<file path="config.mk">
export PLATFORM = sky130hd
export DESIGN_NAME = clock_time_setter
export DESIGN_NICKNAME = d
export VERILOG_FILES = /design/src/rtl/clock_time_setter.sv
export SDC_FILE = /design/constraint.sdc
export NUM_CORES = 1
export LEC_CHECK = 0
export ABC_AREA = 0
export ABC_CLOCK_PERIOD_IN_PS = 9300
export BUFFER_PORTS_ARGS = -buffer_cell sky130_fd_sc_hd__buf_2
export CAP_MARGIN = 20
export CORE_UTILIZATION = 45
export CTS_BUF_LIST = sky130_fd_sc_hd__clkbuf_8
export CTS_CLUSTER_SIZE = 28
export DETAILED_ROUTE_END_ITERATION = 10
export PLACE_DENSITY = 0.76
export SYNTH_ARGS = -nofsm -noshare
export SYNTH_HDL_FRONTEND = slang
export SYNTH_SLANG_ARGS = --single-unit
</file>
<file path="constraint.sdc">
create_clock -name built_in_clk -period 9.3 [get_ports built_in_clk]
set_input_delay 1.86 -clock built_in_clk [delete_from_list [all_inputs] [get_ports built_in_clk]]
set_output_delay 1.86 -clock built_in_clk [all_outputs]
set_load 0.03 [all_outputs]
</file>
<file path="src/rtl/clock_time_setter.sv">
// Button-driven time/date editor: debounces mode/inc, walks a field-by-field
// edit session over a shadow copy of the calendar and emits a one-cycle load.
module clock_time_setter #(
  parameter int unsigned DEBOUNCE_CYCLES = 1000000,
  parameter int unsigned BLINK_CYCLES    = 12500000
) (
  input  logic        built_in_clk,
  input  logic        glob_rst_n,
  input  logic        btn_mode,
  input  logic        btn_inc,
  input  logic [5:0]  cur_sec,
  input  logic [5:0]  cur_min,
  input  logic [4:0]  cur_hour,
  input  logic [4:0]  cur_day,
  input  logic [3:0]  cur_mon,
  input  logic [13:0] cur_year,
  output logic [5:0]  set_sec,
  output logic [5:0]  set_min,
  output logic [4:0]  set_hour,
  output logic [4:0]  set_day,
  output logic [3:0]  set_mon,
  output logic [13:0] set_year,
  output logic        load,
  output logic        editing,
  output logic [2:0]  edit_field,
  output logic        blink
);
  localparam int unsigned DW = $clog2(DEBOUNCE_CYCLES + 1);
  localparam int unsigned BW = $clog2(BLINK_CYCLES + 1);

  typedef enum logic [2:0] {
    S_RUN = 3'd0, S_YEAR = 3'd1, S_MON = 3'd2, S_DAY = 3'd3,
    S_HOUR = 3'd4, S_MIN = 3'd5, S_COMMIT = 3'd6
  } state_t;

  state_t r_state, w_next;

  // bit 0 = mode, bit 1 = inc
  logic [1:0]         r_s1, r_s2, r_db, r_db_q;
  logic [1:0][DW-1:0] r_cnt;
  logic               w_mode_p, w_inc_p, w_in_edit, w_next_edit;
  logic [4:0]         w_dmax;
  logic [5:0]         r_sh_min;
  logic [4:0]         r_sh_hour, r_sh_day;
  logic [3:0]         r_sh_mon;
  logic [13:0]        r_sh_year;
  logic [BW-1:0]      r_blink_cnt;

  function automatic logic [4:0] days_in(input logic [3:0] m, input logic [13:0] y);
    logic leap;
    leap = ((y % 14'd4 == 14'd0) && (y % 14'd100 != 14'd0)) || (y % 14'd400 == 14'd0);
    case (m)
      4'd4, 4'd6, 4'd9, 4'd11: days_in = 5'd30;
      4'd2:                    days_in = leap ? 5'd29 : 5'd28;
      default:                 days_in = 5'd31;
    endcase
  endfunction

  always_ff @(posedge built_in_clk or negedge glob_rst_n) begin
    if (!glob_rst_n) begin
      r_s1   <= '0;
      r_s2   <= '0;
      r_db   <= '0;
      r_db_q <= '0;
      r_cnt  <= '0;
    end else begin
      r_s1   <= {btn_inc, btn_mode};
      r_s2   <= r_s1;
      r_db_q <= r_db;
      for (int unsigned i = 0; i < 2; i++) begin
        if (r_s2[i] != r_db[i]) begin
          if (r_cnt[i] == DW'(DEBOUNCE_CYCLES - 1)) begin
            r_db[i]  <= r_s2[i];
            r_cnt[i] <= '0;
          end else begin
            r_cnt[i] <= r_cnt[i] + 1'b1;
          end
        end else begin
          r_cnt[i] <= '0;
        end
      end
    end
  end

  // Mode has priority: a coincident inc pulse is dropped.
  assign w_mode_p    = r_db[0] & ~r_db_q[0];
  assign w_inc_p     = r_db[1] & ~r_db_q[1] & ~w_mode_p;
  assign w_in_edit   = (r_state inside {S_YEAR, S_MON, S_DAY, S_HOUR, S_MIN});
  assign w_next_edit = (w_next inside {S_YEAR, S_MON, S_DAY, S_HOUR, S_MIN});
  assign w_dmax      = days_in(r_sh_mon, r_sh_year);

  always_ff @(posedge built_in_clk or negedge glob_rst_n) begin
    if (!glob_rst_n) r_state <= S_RUN;
    else             r_state <= w_next;
  end

  always_comb begin
    w_next = r_state;
    case (r_state)
      S_RUN:    if (w_mode_p) w_next = S_YEAR;
      S_YEAR:   if (w_mode_p) w_next = S_MON;
      S_MON:    if (w_mode_p) w_next = S_DAY;
      S_DAY:    if (w_mode_p) w_next = S_HOUR;
      S_HOUR:   if (w_mode_p) w_next = S_MIN;
      S_MIN:    if (w_mode_p) w_next = S_COMMIT;
      S_COMMIT: w_next = S_RUN;
      default:  w_next = S_RUN;
    endcase
  end

  always_ff @(posedge built_in_clk or negedge glob_rst_n) begin
    if (!glob_rst_n) begin
      r_sh_min  <= '0;
      r_sh_hour <= '0;
      r_sh_day  <= 5'd1;
      r_sh_mon  <= 4'd1;
      r_sh_year <= '0;
    end else if (r_state == S_RUN && w_mode_p) begin
      r_sh_min  <= cur_min;
      r_sh_hour <= cur_hour;
      r_sh_day  <= cur_day;
      r_sh_mon  <= cur_mon;
      r_sh_year <= cur_year;
    end else if (w_in_edit && w_inc_p) begin
      case (r_state)
        S_YEAR:  r_sh_year <= (r_sh_year >= 14'd9999) ? 14'd0 : r_sh_year + 14'd1;
        S_MON:   r_sh_mon  <= (r_sh_mon >= 4'd12) ? 4'd1 : r_sh_mon + 4'd1;
        S_DAY:   r_sh_day  <= (r_sh_day >= w_dmax) ? 5'd1 : r_sh_day + 5'd1;
        S_HOUR:  r_sh_hour <= (r_sh_hour >= 5'd23) ? 5'd0 : r_sh_hour + 5'd1;
        S_MIN:   r_sh_min  <= (r_sh_min >= 6'd59) ? 6'd0 : r_sh_min + 6'd1;
        default: ;
      endcase
    end else if (r_sh_day > w_dmax) begin
      r_sh_day <= w_dmax;
    end
  end

  // Outputs are registered from the next state so they line up with r_state.
  always_ff @(posedge built_in_clk or negedge glob_rst_n) begin
    if (!glob_rst_n) begin
      load        <= 1'b0;
      editing     <= 1'b0;
      edit_field  <= '0;
      blink       <= 1'b0;
      r_blink_cnt <= '0;
      set_sec     <= '0;
      set_min     <= '0;
      set_hour    <= '0;
      set_day     <= 5'd1;
      set_mon     <= 4'd1;
      set_year    <= '0;
    end else begin
      load       <= (w_next == S_COMMIT);
      editing    <= w_next_edit;
      edit_field <= w_next_edit ? w_next : 3'd0;
      if (w_next == S_COMMIT) begin
        set_sec  <= '0;
        set_min  <= r_sh_min;
        set_hour <= r_sh_hour;
        set_day  <= r_sh_day;
        set_mon  <= r_sh_mon;
        set_year <= r_sh_year;
      end
      if (!w_next_edit || w_next != r_state) begin
        blink       <= 1'b0;
        r_blink_cnt <= '0;
      end else if (r_blink_cnt == BW'(BLINK_CYCLES - 1)) begin
        blink       <= ~blink;
        r_blink_cnt <= '0;
      end else begin
        r_blink_cnt <= r_blink_cnt + 1'b1;
      end
    end
  end

  logic w_unused;
  assign w_unused = ^cur_sec;
endmodule

</file>
==> out/results.tsv <==
stage	metric	value	unit
cts	cts bufs inserted	17	
cts	Clock Tree Buf Depth	2	
placed_design	placed instance area	0.009305	mm^2
run_status	result of the run	finished, final reports clean	
cells_and_area	count of inserted antenna diode cells	0	
synthesis	Synth Instances	952	
worst_setup_path	dominant cell type by count on the critical path	sky130_fd_sc_hd__a211oi_1	
sta	number of endpoints failing setup at the final stage	0	
cts	count of hold buffers inserted by post-cts repair	0	
cells_and_area	final instance area	0.009702	mm^2
power	post-route total power	1.167	mW
drt	total detailed-routing wirelength	19520	um
synthesis	async set or reset register ratio after synthesis	100.0	%
sta	relative slew slack	25.01	%
cts	H-tree depth reported by CTS	4	
global_route	initial antenna violation count	0	
cells_and_area	NumNets Final	1066	
placed_design	number of port buffers	77	
cts	Skew-Pair Late Insertion Delay	0.45	ns
drt	total iterations of the first detailed-routing run	5	
worst_setup_path	category of the worst setup path launch point	register	
cells_and_area	filler cell count in the final layout	1765	
cts	clock slew at the register clock pins of the worst setup and hold paths	0.09	ns
drt	total via count in the routed design	7145	
worst_setup_path	endpoint arrival time on the critical path	7.41	ns
synthesis	cell types with the largest area share after synthesis	sky130_fd_sc_hd__dfrtp_1 41%, sky130_fd_sc_hd__nor2_1 5.2%, sky130_fd_sc_hd__mux2_2 4.7%	
floorplanning	die area	0.02007	mm^2
sta	slew at the pin closest to its max-slew limit	1.115	ns
worst_setup_path	Critical-path top delay cell	sky130_fd_sc_hd__dfrtp_1	
synthesis	count of synthesis-stage warnings from yosys	0	
cts	clock net sink count	149	
cts	quantity of gates resized following cts	0	
sta	period utilization	75.57	%
power	P per Cell Area	120.3	mW/mm^2
sta	Total Neg Setup Slack	0	ns
synthesis	post-synthesis average cell area	9.220	um^2
drt	iteration-0 DRC count of the detailed router	532	
sta	final hold vios	0	
worst_setup_path	nature of the critical path endpoint	register	
drt	remaining number of nets flagged by the antenna check after routing	0	
sta	shortest period the worst path allows	7.028	ns
floorplanning	Top Ports	90	
synthesis	number of synthesized flops with an enable pin	0	
floorplanning	die outline height	141.7	um
power	leakage component of the power	4.269	nW
placed_design	Placement Setup Slack	1.900	ns
cells_and_area	share of final-layout standard cells stronger than drive strength 1	18.63	%
cts	buffers inserted during post-CTS setup optimization	0	
floorplanning	placeable core area	0.01889	mm^2
synthesis	cell type with the largest total area after synthesis	sky130_fd_sc_hd__dfrtp_1	
cells_and_area	final core utilization	51.35	%
floorplanning	Die X-Extent	141.7	um
floorplanning	starting utilization of the core area	46.46	%
placed_design	estimated wirelength of the detail-placed design	13510	um
worst_setup_path	largest fanout of any net on the critical path	25	
global_route	GRT Residual Overflow	0	
worst_setup_path	Crit Path Class	reg2reg	
synthesis	share of Yosys cell area claimed by the top area cell type	41.34	%
power	VDD IR-drop max	0.08500	mV
worst_setup_path	stage delay of the slowest cell on the critical path	0.85	ns
worst_setup_path	cells along the critical path	a2111oi_0, a41o_1, nand3b_2, and3_1, a311oi_2, and2_1, a21oi_1, o41ai_2, and2b_1, xor2_1, a211oi_1, o221ai_2, and2_4, a211o_1, or3_1, a2111oi_2, a211oi_1, ha_1, a211oi_1, o31ai_1, buf_2, mux2i_1, o31ai_1	
synthesis	Cell variety after synth	86	
sta	timing-limited maximum frequency	0.1423	GHz
run	count of max-cap constraint violations	0	
sta	max-slew violation total from the final report	0	
sta	PnR worst setup slack	2.272	ns
placed_design	Final GP Congestion	0.8503	
global_route	aggregate global-route resource usage	20.47	%
sta	unrepaired setup endpoints after global routing	false	
cells_and_area	P&R area growth vs syn	10.53	%
global_route	vias in the first global route	6712	
synthesis	portion of the post-synthesis area used by sequential elements	42.54	%
cells_and_area	final cell count without fillers	1280	
sta	Fin Hold WS	0.3834	ns
global_route	maximum number of pins on one net before global-route repair	96	
drt	Routed WL per cell	15.25	um
cts	root buffer cell	sky130_fd_sc_hd__clkbuf_8	
placed_design	placed instance count	1247	
floorplanning	number of rows created at floorplan	50	
cts	CTS tree	built	
global_route	global-route wire length before repair	32990	um
synthesis	netlist area before placement	0.008777	mm^2
synthesis	predominant post-synthesis flop cell	sky130_fd_sc_hd__dfrtp_1	
drt	per-cell via count in the routed design	5.582	
synthesis	synthesized flop and latch total	149	
drt	post-detailed-route DRC marker count	0	
worst_setup_path	data required time of the worst path	9.68	ns
sta	setup clock skew after layout	0.01450	ns
hold_path	type of the worst min-delay path	reg2reg	
[final timing paths]
check | endpoint | cells past startpoint | startpoint | slack [ns]
max in group asynchronous | set_year[9] | 2 | glob_rst_n | 6.63
hold / removal | r_s2[0] | 0 | r_s1[0] | 0.38
setup reg to reg | r_sh_day[0] | 23 | r_sh_year[12] | 2.27
setup / recovery | r_sh_day[0] | 23 | r_sh_year[12] | 2.27
min in group asynchronous | r_cnt[33] | 1 | glob_rst_n | 1.47
hold reg to reg | r_s2[0] | 0 | r_s1[0] | 0.38
[logic make-up (layout without fill, tap and decap cells)]
family	count (synthesis)	in the layout	synth area share (%)
mux	43	43	5.431
simple gates	382	382	22.27
buf+inv	80	143	4.120
fa+ha+maj	14	14	1.996
xor+xnor	67	67	6.686
flops	149	149	42.54
compound gates	216	216	16.92
other cells	1	6	0.04272
[worst max-delay path, delay by kind of cell, from the launching register on]
| kind | cells | cell delay [ns] |
|---|---|---|
| AO/OA/AOI/OAI | 13 | 3.55 |
| XOR/XNOR | 1 | 0.10 |
| adder cells (fa/ha/maj) | 1 | 0.31 |
| buffers and inverters | 1 | 0.27 |
| flip-flops | 1 | 0.85 |
| multiplexers | 1 | 0.21 |
| AND/OR/NAND/NOR | 6 | 1.62 |
[layout by cell type (no fill, tap or decap), types with 6 or more instances in the layout]
cell,instances
sky130_fd_sc_hd__inv_1,29
sky130_fd_sc_hd__or3_1,13
sky130_fd_sc_hd__nor3b_1,9
sky130_fd_sc_hd__o211ai_1,8
sky130_fd_sc_hd__nor2b_1,10
sky130_fd_sc_hd__a31oi_1,7
sky130_fd_sc_hd__a221o_1,6
sky130_fd_sc_hd__nand2_1,72
sky130_fd_sc_hd__nand4_1,12
sky130_fd_sc_hd__ha_1,14
sky130_fd_sc_hd__xor2_1,42
sky130_fd_sc_hd__dfrtp_1,145
sky130_fd_sc_hd__clkbuf_8,18
sky130_fd_sc_hd__a211o_1,6
sky130_fd_sc_hd__a21oi_1,47
sky130_fd_sc_hd__and3_1,22
sky130_fd_sc_hd__buf_2,77
sky130_fd_sc_hd__nor2_1,119
sky130_fd_sc_hd__mux2_2,37
sky130_fd_sc_hd__mux2i_1,6
sky130_fd_sc_hd__nand3_1,43
sky130_fd_sc_hd__nand2b_1,7
sky130_fd_sc_hd__conb_1,6
sky130_fd_sc_hd__nor4_1,11
sky130_fd_sc_hd__xnor2_1,25
sky130_fd_sc_hd__clkinv_4,6
sky130_fd_sc_hd__nor3_1,23
sky130_fd_sc_hd__o21ai_0,70
[synth_stat cells (4+ instances only)]
cell                       instances
sky130_fd_sc_hd__a31oi_1           7
sky130_fd_sc_hd__buf_4             8
sky130_fd_sc_hd__nor2_1          121
sky130_fd_sc_hd__a221o_1           6
sky130_fd_sc_hd__xor2_1           42
sky130_fd_sc_hd__a221oi_1          4
sky130_fd_sc_hd__clkbuf_1         33
sky130_fd_sc_hd__o31ai_1           5
sky130_fd_sc_hd__mux2i_1           6
sky130_fd_sc_hd__xnor2_1          25
sky130_fd_sc_hd__nor3b_1           9
sky130_fd_sc_hd__mux2_2           37
sky130_fd_sc_hd__o211ai_1          8
sky130_fd_sc_hd__buf_2             6
sky130_fd_sc_hd__or2_1             4
sky130_fd_sc_hd__inv_1            29
sky130_fd_sc_hd__nand4_1          12
sky130_fd_sc_hd__or2_2             5
sky130_fd_sc_hd__nand2b_1          7
sky130_fd_sc_hd__nand2_1          72
sky130_fd_sc_hd__dfstp_2           4
sky130_fd_sc_hd__a32oi_1           5
sky130_fd_sc_hd__nand3_1          43
sky130_fd_sc_hd__nand3b_1          5
sky130_fd_sc_hd__o21ai_0          71
sky130_fd_sc_hd__ha_1             14
sky130_fd_sc_hd__or3_1            13
sky130_fd_sc_hd__nor3_1           23
sky130_fd_sc_hd__and2_1            5
sky130_fd_sc_hd__nor2b_1          10
sky130_fd_sc_hd__a211o_1           6
sky130_fd_sc_hd__a21oi_1          47
sky130_fd_sc_hd__and3_1           22
sky130_fd_sc_hd__nor4_1           11
sky130_fd_sc_hd__o211a_1           4
sky130_fd_sc_hd__dfrtp_1         145
[metal layers]
| metal | wire length, um | vias up | global-route usage, % |
|---|---|---|---|
| li1 | - | 3508 | - |
| met1 | 9273 | 3487 | 27.07 |
| met2 | 9340 | 131 | 33.91 |
| met3 | 684 | 19 | 4.286 |
| met4 | 218 | 0 | 5.772 |
| met5 | 0 | - | 0 |
[final cells by class]
type	count	area (um^2)	area share, %
flip-flops and latches	149	3734	38.48
inverters	29	108.9	1.122
clock inverters	13	123.9	1.277
multi-input cells	728	4716	48.61
repair buffers	83	446.7	4.604
clock buffers	18	247.7	2.554
well taps	260	325.3	3.353
[report_power, final]
part           total, mW  internal [mW]  switching [mW]
sequential         0.654          0.651         0.00316
clock              0.481          0.220           0.261
combinational     0.0325        0.00903          0.0235
[registers in the layout, summed over array words and instances (netlist names), 3 cells and up]
name	flops
r_sh_day	5
edit_field	3
set_min	6
r_cnt	40
set_hour	5
set_year	14
r_sh_mon	4
r_sh_year	14
r_blink_cnt	24
r_state	3
r_sh_hour	5
r_sh_min	6
set_mon	4
set_day	5
Note: power is estimated with default switching activity, not from simulation.
